File: src/rtl/gnr_drv_pkg.sv
// Shared types and constants for the GRN node run controller.
// STEPS_PER_CYCLE is the number of clock cycles one network step occupies.
package gnr_drv_pkg;

   typedef enum logic [2:0] {
      ST_IDLE   = 3'd0,
      ST_LOAD   = 3'd1,
      ST_SETTLE = 3'd2,
      ST_S0A    = 3'd3,
      ST_S0B    = 3'd4,
      ST_S1     = 3'd5,
      ST_CHECK  = 3'd6,
      ST_DONE   = 3'd7
   } drv_state_e;

   localparam int STEPS_PER_CYCLE = 4;

endpackage

File: src/rtl/gnr_node_driver.sv
// Run controller for a bank of two-slot GRN nodes: loads an initial state,
// steps the network until a step limit, a fixed point or an abort.
module gnr_node_driver
   import gnr_drv_pkg::*;
#(
   parameter int NUM_NODES = 16,
   parameter int STEP_W    = 16
) (
   input  logic                 clk,
   input  logic                 rst,
   input  logic                 start,
   input  logic                 stop,
   input  logic [NUM_NODES-1:0] cfg_init,
   input  logic [STEP_W-1:0]    cfg_steps,
   input  logic [NUM_NODES-1:0] node_s0,
   input  logic [NUM_NODES-1:0] node_s1,
   output logic                 reset_nos,
   output logic                 start_s0,
   output logic                 start_s1,
   output logic [NUM_NODES-1:0] init_state,
   output logic                 busy,
   output logic                 done,
   output logic                 fixed_point,
   output logic                 aborted,
   output logic [NUM_NODES-1:0] final_s0,
   output logic [NUM_NODES-1:0] final_s1,
   output logic [STEP_W-1:0]    steps_done
);

   drv_state_e state, state_nxt;

   logic [STEP_W-1:0]      steps_lim;
   logic [STEP_W-1:0]      steps_inc;
   logic [2*NUM_NODES-1:0] prev;
   logic [2*NUM_NODES-1:0] cur;
   logic                   is_fixed;
   logic                   lim_hit;

   assign cur       = {node_s0, node_s1};
   assign is_fixed  = (cur == prev);
   assign steps_inc = (&steps_done) ? steps_done : steps_done + STEP_W'(1);
   // An all-ones limit means "no limit": the run ends only on fixed point or stop.
   assign lim_hit   = !(&steps_lim) && (steps_inc == steps_lim);

   always_ff @(posedge clk or negedge rst) begin
      if (!rst) state <= ST_IDLE;
      else      state <= state_nxt;
   end

   always_comb begin
      state_nxt = state;
      case (state)
         ST_IDLE:   if (start) state_nxt = ST_LOAD;
         ST_LOAD:   state_nxt = ST_SETTLE;
         ST_SETTLE: state_nxt = (steps_lim == '0) ? ST_DONE : ST_S0A;
         ST_S0A:    state_nxt = stop ? ST_DONE : ST_S0B;
         ST_S0B:    state_nxt = stop ? ST_DONE : ST_S1;
         ST_S1:     state_nxt = stop ? ST_DONE : ST_CHECK;
         ST_CHECK: begin
            if (stop || is_fixed || lim_hit) state_nxt = ST_DONE;
            else                             state_nxt = ST_S0A;
         end
         ST_DONE:   state_nxt = ST_IDLE;
         default:   state_nxt = ST_IDLE;
      endcase
   end

   // Strobes are decoded from state alone so at most one is ever high.
   always_comb begin
      reset_nos = (state == ST_LOAD);
      start_s0  = (state == ST_S0A) || (state == ST_S0B);
      start_s1  = (state == ST_S1);
      busy      = (state != ST_IDLE);
      done      = (state == ST_DONE);
   end

   always_ff @(posedge clk or negedge rst) begin
      if (!rst) begin
         init_state  <= '0;
         steps_lim   <= '0;
         steps_done  <= '0;
         fixed_point <= 1'b0;
         aborted     <= 1'b0;
         prev        <= '0;
         final_s0    <= '0;
         final_s1    <= '0;
      end else begin
         case (state)
            ST_IDLE: begin
               if (start) begin
                  init_state  <= cfg_init;
                  steps_lim   <= cfg_steps;
                  steps_done  <= '0;
                  fixed_point <= 1'b0;
                  aborted     <= 1'b0;
               end
            end
            ST_SETTLE: prev <= cur;
            ST_S0A, ST_S0B, ST_S1: begin
               if (stop) aborted <= 1'b1;
            end
            ST_CHECK: begin
               if (stop) begin
                  aborted <= 1'b1;
               end else begin
                  steps_done <= steps_inc;
                  if (is_fixed) fixed_point <= 1'b1;
                  else          prev        <= cur;
               end
            end
            ST_DONE: begin
               final_s0 <= node_s0;
               final_s1 <= node_s1;
            end
            default: ;
         endcase
      end
   end

endmodule

File: config.mk
export PLATFORM = sky130hd
export DESIGN_NAME = gnr_node_driver
export DESIGN_NICKNAME = d
export VERILOG_FILES = /design/src/rtl/gnr_drv_pkg.sv /design/src/rtl/gnr_node_driver.sv
export SDC_FILE = /design/constraint.sdc
export NUM_CORES = 1
export LEC_CHECK = 0
export CAP_MARGIN = 20
export CORE_MARGIN = 2
export CORE_UTILIZATION = 40
export CTS_BUF_LIST = sky130_fd_sc_hd__clkbuf_4 sky130_fd_sc_hd__clkbuf_8
export DETAILED_ROUTE_END_ITERATION = 8
export PLACE_DENSITY = 0.66
export SETUP_SLACK_MARGIN = 0.1
export SYNTH_ARGS = -nofsm -noshare
export SYNTH_HDL_FRONTEND = slang
export SYNTH_SLANG_ARGS = --single-unit
File: constraint.sdc
create_clock -name clk -period 2.2 [get_ports clk]
set_input_delay 0.22 -clock clk [delete_from_list [all_inputs] [get_ports clk]]
set_output_delay 0.22 -clock clk [all_outputs]
set_load 0.01 [all_outputs]
==> results of run 1 <==
## layer usage
metal / global-route usage (%) / vias up / routed length, um
met5: 0 / - / 0
met4: 5.47 / 0 / 221
met3: 6.60 / 20 / 881
li1: - / 2365 / -
met2: 37.2 / 132 / 8490
met1: 28.2 / 2500 / 7160
## layout make-up
cell class	instances	area [um2]
sequential	117	2930
multi-input combinational	393	2890
clock buffer	17	234
clock inverter	15	226
timing repair buffer	233	2160
fill	1129	5240
inverter	7	26.3
tap	180	225
## worst max-delay path: cells and delay by family, from the launching register on
family	cells	cell delay [ns]
buffers and inverters	1	0.20
DFF	1	0.38
and+or+nand+nor	4	1.29
AOI/OAI and AO/OA	2	0.38
## cell families after synthesis
logic type,Yosys count,synth area share (%)
muxes,69,13.5
and+or+nand+nor,205,16.9
buffers and inverters,37,2.74
DFF,117,51.2
xor gates and xnor gates,52,7.97
AOI/OAI and AO/OA,66,7.38
adders and majority gates,1,0.219
## repair_timing
item	4_1_cts	5_1_grt
endpoints found under the setup margin	35	38
hold buffers	1	0
resized for setup	16	44
pin swaps	7	22
hold endpoints to repair	47	0
cloned	0	3
buffers inserted	3	4
## synthesized netlist by cell type (all sizes together)
library cell / number
or2: 1
a22o: 1
a32oi: 1
o211ai: 1
xnor2: 42
and3: 4
a32o: 2
a21oi: 15
ha: 1
buf: 9
o311ai: 1
and2: 2
o32ai: 1
inv: 7
o21ai: 21
mux2: 65
nand2b: 2
a21o: 2
nor4: 9
a311oi: 4
a2111oi: 2
nand3: 9
xor2: 10
o2111ai: 1
or4: 2
dfrtp: 117
a31o: 1
a211oi: 2
nor3: 7
nor2: 22
a31oi: 2
and4: 4
o22ai: 1
o31ai: 5
nand2: 114
mux2i: 4
clkbuf: 21
nand4: 23
or3: 6
a22oi: 3
## worst paths after layout
| check | from | end | slack, ns | depth (start not counted) |
|---|---|---|---|---|
| max | steps_done[11] | state[2] | -0.14 | 7 |
| min | cfg_steps[14] | steps_lim[14] | 0.31 | 3 |
| max reg2reg | steps_done[11] | state[2] | -0.14 | 7 |
| min reg2reg | init_state[14] | init_state[14] | 0.48 | 2 |
| max in group asynchronous | rst | final_s1[0] | 1.10 | 3 |
| min in group asynchronous | rst | steps_lim[2] | 0.37 | 2 |
## power groups by stage
stage	logic (mW)	registers (mW)	clock network (mW)
after floorplan	2.32	3.97	0
after global placement	4.57	3.79	0
after detailed placement	4.67	3.84	0
after CTS	4.75	3.82	2.34
after global routing	5.52	3.95	2.47
final	5.11	3.84	2.30
## state kept, by name (all words and copies together), names as in the netlist
signal       cells
prev            32
init_state      16
state            3
aborted          1
final_s1        16
final_s0        16
fixed_point      1
steps_done      16
steps_lim       16
## per-stage QoR
step	hold WS, ns	util [%]	power, mW	std cells	setup TNS [ns]
final	0.313	62.4	11.2	962	-0.138
after global routing	0.292	62.4	11.9	962	-0.251
after CTS	0.293	60.5	10.9	955	-0.142
after detailed placement	0.286	56.5	8.51	919	-7.84
after global placement	0.281	56.5	8.36	919	-6.43
after floorplan	-0.0756	-	6.29	547	0
==> flow_summary_export.csv, run 1 <==
group,metric,value,unit
status,status,"finished with violations",
status,violations,"setup timing",
synthesis,yosysSeqAreaShare,51.2,%
sta,min_period,2.34,ns
floorplanning,core-area,0.0139,mm2
global_route,grt.total_usage,22.2,%
setup_path,worstPathArrival,2.68,ns
layout,syn_to_final_growth,52.2,%
power,cell_internal_pwr,7.43,mW
power,combPwrFrac,45.5,%
power,ir_drop,0.903,mV
setup_path,path_max_fanout,6,
sta,setup_violations,1,
synthesis,synth_top_cell_by_area,"dfrtp_1",
place,dp_hpwl,11800,um
route,antenna_left,0,
cts,path_clk_slew,0.07,ns
layout,final_common_cell,"clkdlybuf4s50_1",
global_route,antenna_found_initial,0,
synthesis,synth-seq-cells,117,
layout,drive_above_1_share,29.4,%
power,p_sw,3.81,mW
global_route,grt_overflow,0,
power,p_leak,3.77,nW
synthesis,syn-num-nets,616,
floorplanning,die_w,124,um
setup_path,slowest_stage,"or4_4",
global_route,grt_pass1_vias,5170,
synthesis,yosysUniqueCellTypes,48,
route,via_per_inst,5.22,
cts,cts-root-buf,"clkbuf_8",
setup_path,worstPathCellList,"nand4_1, buf_4, or4_4, or3_1, a22oi_2, nand4_1, o31ai_2",
floorplanning,io_pins,139,
floorplanning,die_y,124,um
place,pre_cts_slack,-0.276,ns
setup_path,start_kind,"flip-flop",
setup_path,worstSetupEndpointType,"flip-flop",
place,placed_area,0.00788,mm2
hold_path,hold_class,"input pin to flip-flop",
global_route,grt_max_degree,54,
power,p_clk_share,20.4,%
layout,num_antenna_cells,0,
power,power_density,1290,mW/mm2
route,drt-pass1-iter-count,5,
global_route,grt_pass1_wl,25900,um
cts,cts_tree,"built",
route,detail_route.wl_per_cell,17.4,um
synthesis,postSynthCellCount,547,
layout,nets,838,
floorplanning,dieArea,0.0153,mm2
setup_path,worst-setup-path-type,"flip-flop to flip-flop",
sta,finalCritPeriodShare,106,%
synthesis,ys_top_cells_by_area,"dfrtp_1 51%, mux2_2 13%, nand2_1 7.5%",
synthesis,netlist_area,0.00571,mm2
setup_path,critPathMaxStageDelay,0.59,ns
sta,setup_slack,-0.138,ns
cts,clockBufferDepth,2,
sta,hold_violations,0,
route,wl,16800,um
power,seqPwrFrac,34.1,%
cts,cts_buffers,17,
sta,tightestPinTransition,0.727,ns
setup_path,cpMostUsedCell,"nand4_1",
sta,slew_headroom,51.4,%
sta,drv_slew,0,
synthesis,synth_top_area_share,51.2,%
synthesis,yosys_warnings,0,
layout,final_cell_mix,"134 x clkdlybuf4s50_1, 115 x dfrtp_1, 113 x nand2_1",
setup_path,crit_required,2.54,ns
layout,stdcell_area,0.00870,mm2
power,p_sw_share,33.9,%
sta,grt_setup_unrepaired,"yes",
cts,cts.sinks,117,
place,io_buffers,138,
sta,clock_skew,0.0102,ns
cts,worstSkewPairLatency,0.44,ns
route,drtIter0Drc,311,
sta,timing.fmax,428,MHz
synthesis,syn_area_per_cell,10.4,um2
route,drc,0,
floorplanning,start_util,41.0,%
cts,h-tree-depth,4,
floorplanning,core.rowCount,43,
place,place.gp.congestion,0.909,
flow_run,maxCapViolCount,0,
route,vias,5017,
No activity file was read; power rests on OpenSTA's default activity.
==> run 2, diff against run 1 <==
--- a/config.mk
+++ b/config.mk
@@ -10,8 +10,8 @@
 export CORE_UTILIZATION = 40
 export CTS_BUF_LIST = sky130_fd_sc_hd__clkbuf_4 sky130_fd_sc_hd__clkbuf_8
 export DETAILED_ROUTE_END_ITERATION = 8
+export GPL_TIMING_DRIVEN = 0
 export PLACE_DENSITY = 0.66
-export SETUP_SLACK_MARGIN = 0.1
 export SYNTH_ARGS = -nofsm -noshare
 export SYNTH_HDL_FRONTEND = slang
 export SYNTH_SLANG_ARGS = --single-unit
==> flow_summary_export.csv, run 2 (synthesis gave the netlist of run 1 again) <==
group,metric,value,unit
cts,cts_tree,"built",
sta,setup_slack,-0.242,ns
power,power,10.5,mW
floorplanning,dieArea,0.0153,mm2
layout,nets,815,
setup_path,critPathMaxStageDelay,0.54,ns
layout,final_cell_mix,"137 x clkdlybuf4s50_1, 113 x nand2_1, 108 x dfrtp_1",
floorplanning,start_util,41.0,%
status,violations,"setup timing",
power,seqPwrFrac,36.6,%
sta,min_period,2.44,ns
setup_path,worst-setup-path-type,"flip-flop to flip-flop",
route,drt-pass1-iter-count,5,
floorplanning,die_w,124,um
route,vias,4925,
setup_path,startpoint,"steps_done[8]",
route,wl,16500,um
cts,clockBufferDepth,2,
layout,num_antenna_cells,0,
cts,cts-root-buf,"clkbuf_8",
floorplanning,core.rowCount,43,
floorplanning,die_y,124,um
route,drc,0,
route,drtIter0Drc,254,
place,io_buffers,138,
global_route,busiest_layer,"met2",
setup_path,start_kind,"flip-flop",
sta,setup_violations,1,
global_route,grt_pass1_vias,5063,
route,antenna_left,0,
setup_path,r2r-start,"steps_done[8]",
place,place.gp.congestion,0.875,
sta,tightestPinTransition,0.642,ns
layout,final_common_cell,"clkdlybuf4s50_1",
power,cell_internal_pwr,6.85,mW
setup_path,worstSetupEndpointType,"flip-flop",
route,detail_route.wl_per_cell,17.6,um
global_route,gr-usage-met2,37.7,%
flow_run,maxCapViolCount,0,
layout,drive_above_1_share,25.7,%
setup_path,crit_family,"simple AND/OR/NAND/NOR gates",
cts,path_clk_slew,0.07,ns
setup_path,worstPathCellList,"buf_6, nand4_1, buf_6, or4_4, buf_6, buf_6, or3_4, a22oi_2, nand4_1, o31ai_2",
setup_path,crit_required,2.55,ns
global_route,use_met1,27.4,%
global_route,grt.total_usage,22.4,%
power,p_sw_share,34.9,%
cts,worstSkewPairLatency,0.45,ns
global_route,antenna_found_initial,0,
power,combPwrFrac,44.4,%
global_route,grt_overflow,0,
cts,h-tree-depth,4,
hold_path,hold_class,"input pin to flip-flop",
setup_path,cpMostUsedCell,"buf_6",
floorplanning,core-area,0.0139,mm2
power,p_clk_share,19.0,%
floorplanning,io_pins,139,
setup_path,worstPathArrival,2.79,ns
place,dp_hpwl,11800,um
power,p_leak,3.51,nW
cts,cts_buffers,17,
setup_path,slowest_stage,"or4_4",
global_route,grt_max_degree,60,
layout,top_register,"prev",
power,power_density,1260,mW/mm2
power,ir_drop,0.910,mV
power,p_sw,3.68,mW
sta,timing.fmax,410,MHz
cts,cts.sinks,117,
status,status,"finished with violations",
route,via_per_inst,5.24,
global_route,use_met3,7.24,%
sta,clock_skew,0.0102,ns
layout,largest_reg_flops,32,
hold_path,hold_start,"cfg_init[1]",
sta,finalCritPeriodShare,111,%
layout,syn_to_final_growth,46.2,%
sta,slew_headroom,57.2,%
sta,grt_setup_unrepaired,"yes",
place,pre_cts_slack,-0.719,ns
sta,hold_violations,0,
setup_path,path_max_fanout,5,
global_route,grt_pass1_wl,25600,um
setup_path,crit_buf_inv,4,
sta,drv_slew,0,
## run 2: cell types whose count changed in the layout (fill, tap and decap cells not counted), sizes merged
cell,delta
clkbuf,+16
buf,-37
bufinv,-3
clkinv,-2
inv,+1
clkinvlp,+2
dlygate4sd2,-2
clkdlybuf4s50,+3
dlymetal6s2s,-1
## run 2: final timing paths
check	cells past startpoint	endpoint	slack [ns]
worst max-delay path	10	state[2]	-0.24
worst min register to register	2	init_state[11]	0.48
worst max register to register	10	state[2]	-0.24
max in group asynchronous	3	steps_done[0]	1.19
worst min-delay path	3	init_state[1]	0.29
min in group asynchronous	2	steps_done[12]	0.30
## run 2: cell type report
type	count	area, um2
plain buffers	30	215
clock buffers	19	255
inverters	7	26.3
fillers	1214	5580
clock inverters	13	146
multi-input cells	393	2820
well taps	180	225
flip-flops and latches	117	2940
repair buffers	180	1730
## run 2: power groups by stage
stage          Sequential (mW)  Combinational [mW]  Clock [mW]
4_1_cts                   3.85                4.66        2.06
6_report                  3.85                4.67        2.00
2_1_floorplan             3.97                2.32           0
5_1_grt                   3.97                5.09        2.16
3_3_place_gp              3.84                4.28           0
3_5_place_dp              3.89                4.36           0
## run 2: worst min-delay path, cell delays in order
cell and delay (ns):
clkdlybuf4s50_1 0.39, nand2_1 0.05, nand2_1 0.04
## run 2: routing by layer
layer | share of wire [%] | up-vias
met2 | 50 | 153
met4 | 1.6 | 0
met1 | 43 | 2429
li1 | - | 2319
met5 | 0 | -
met3 | 6.0 | 24
## run 2: what timing repair did
item / in CTS / in global routing
setup buffers: 22 / 17
setup endpoints to repair: 44 / 46
hold buffers: 1 / 0
pin swaps: 12 / 13
endpoints found under the hold margin: 58 / 0
gates resized for setup: 45 / 31
## run 2: metrics by stage
step | setup TNS [ns] | std cells | hold slack, ns | instance area [um2] | util [%]
final | -0.242 | 939 | 0.293 | 8360 | 60.0
after global routing | -0.866 | 939 | 0.294 | 8360 | 60.0
after CTS | -0.198 | 922 | 0.262 | 8150 | 58.5
after detailed placement | -17.15 | 867 | 0.232 | 7400 | 53.1
after global placement | -455.02 | 865 | 0.459 | 7360 | 52.9
after floorplan | 0 | 547 | -0.0756 | 5760 | -
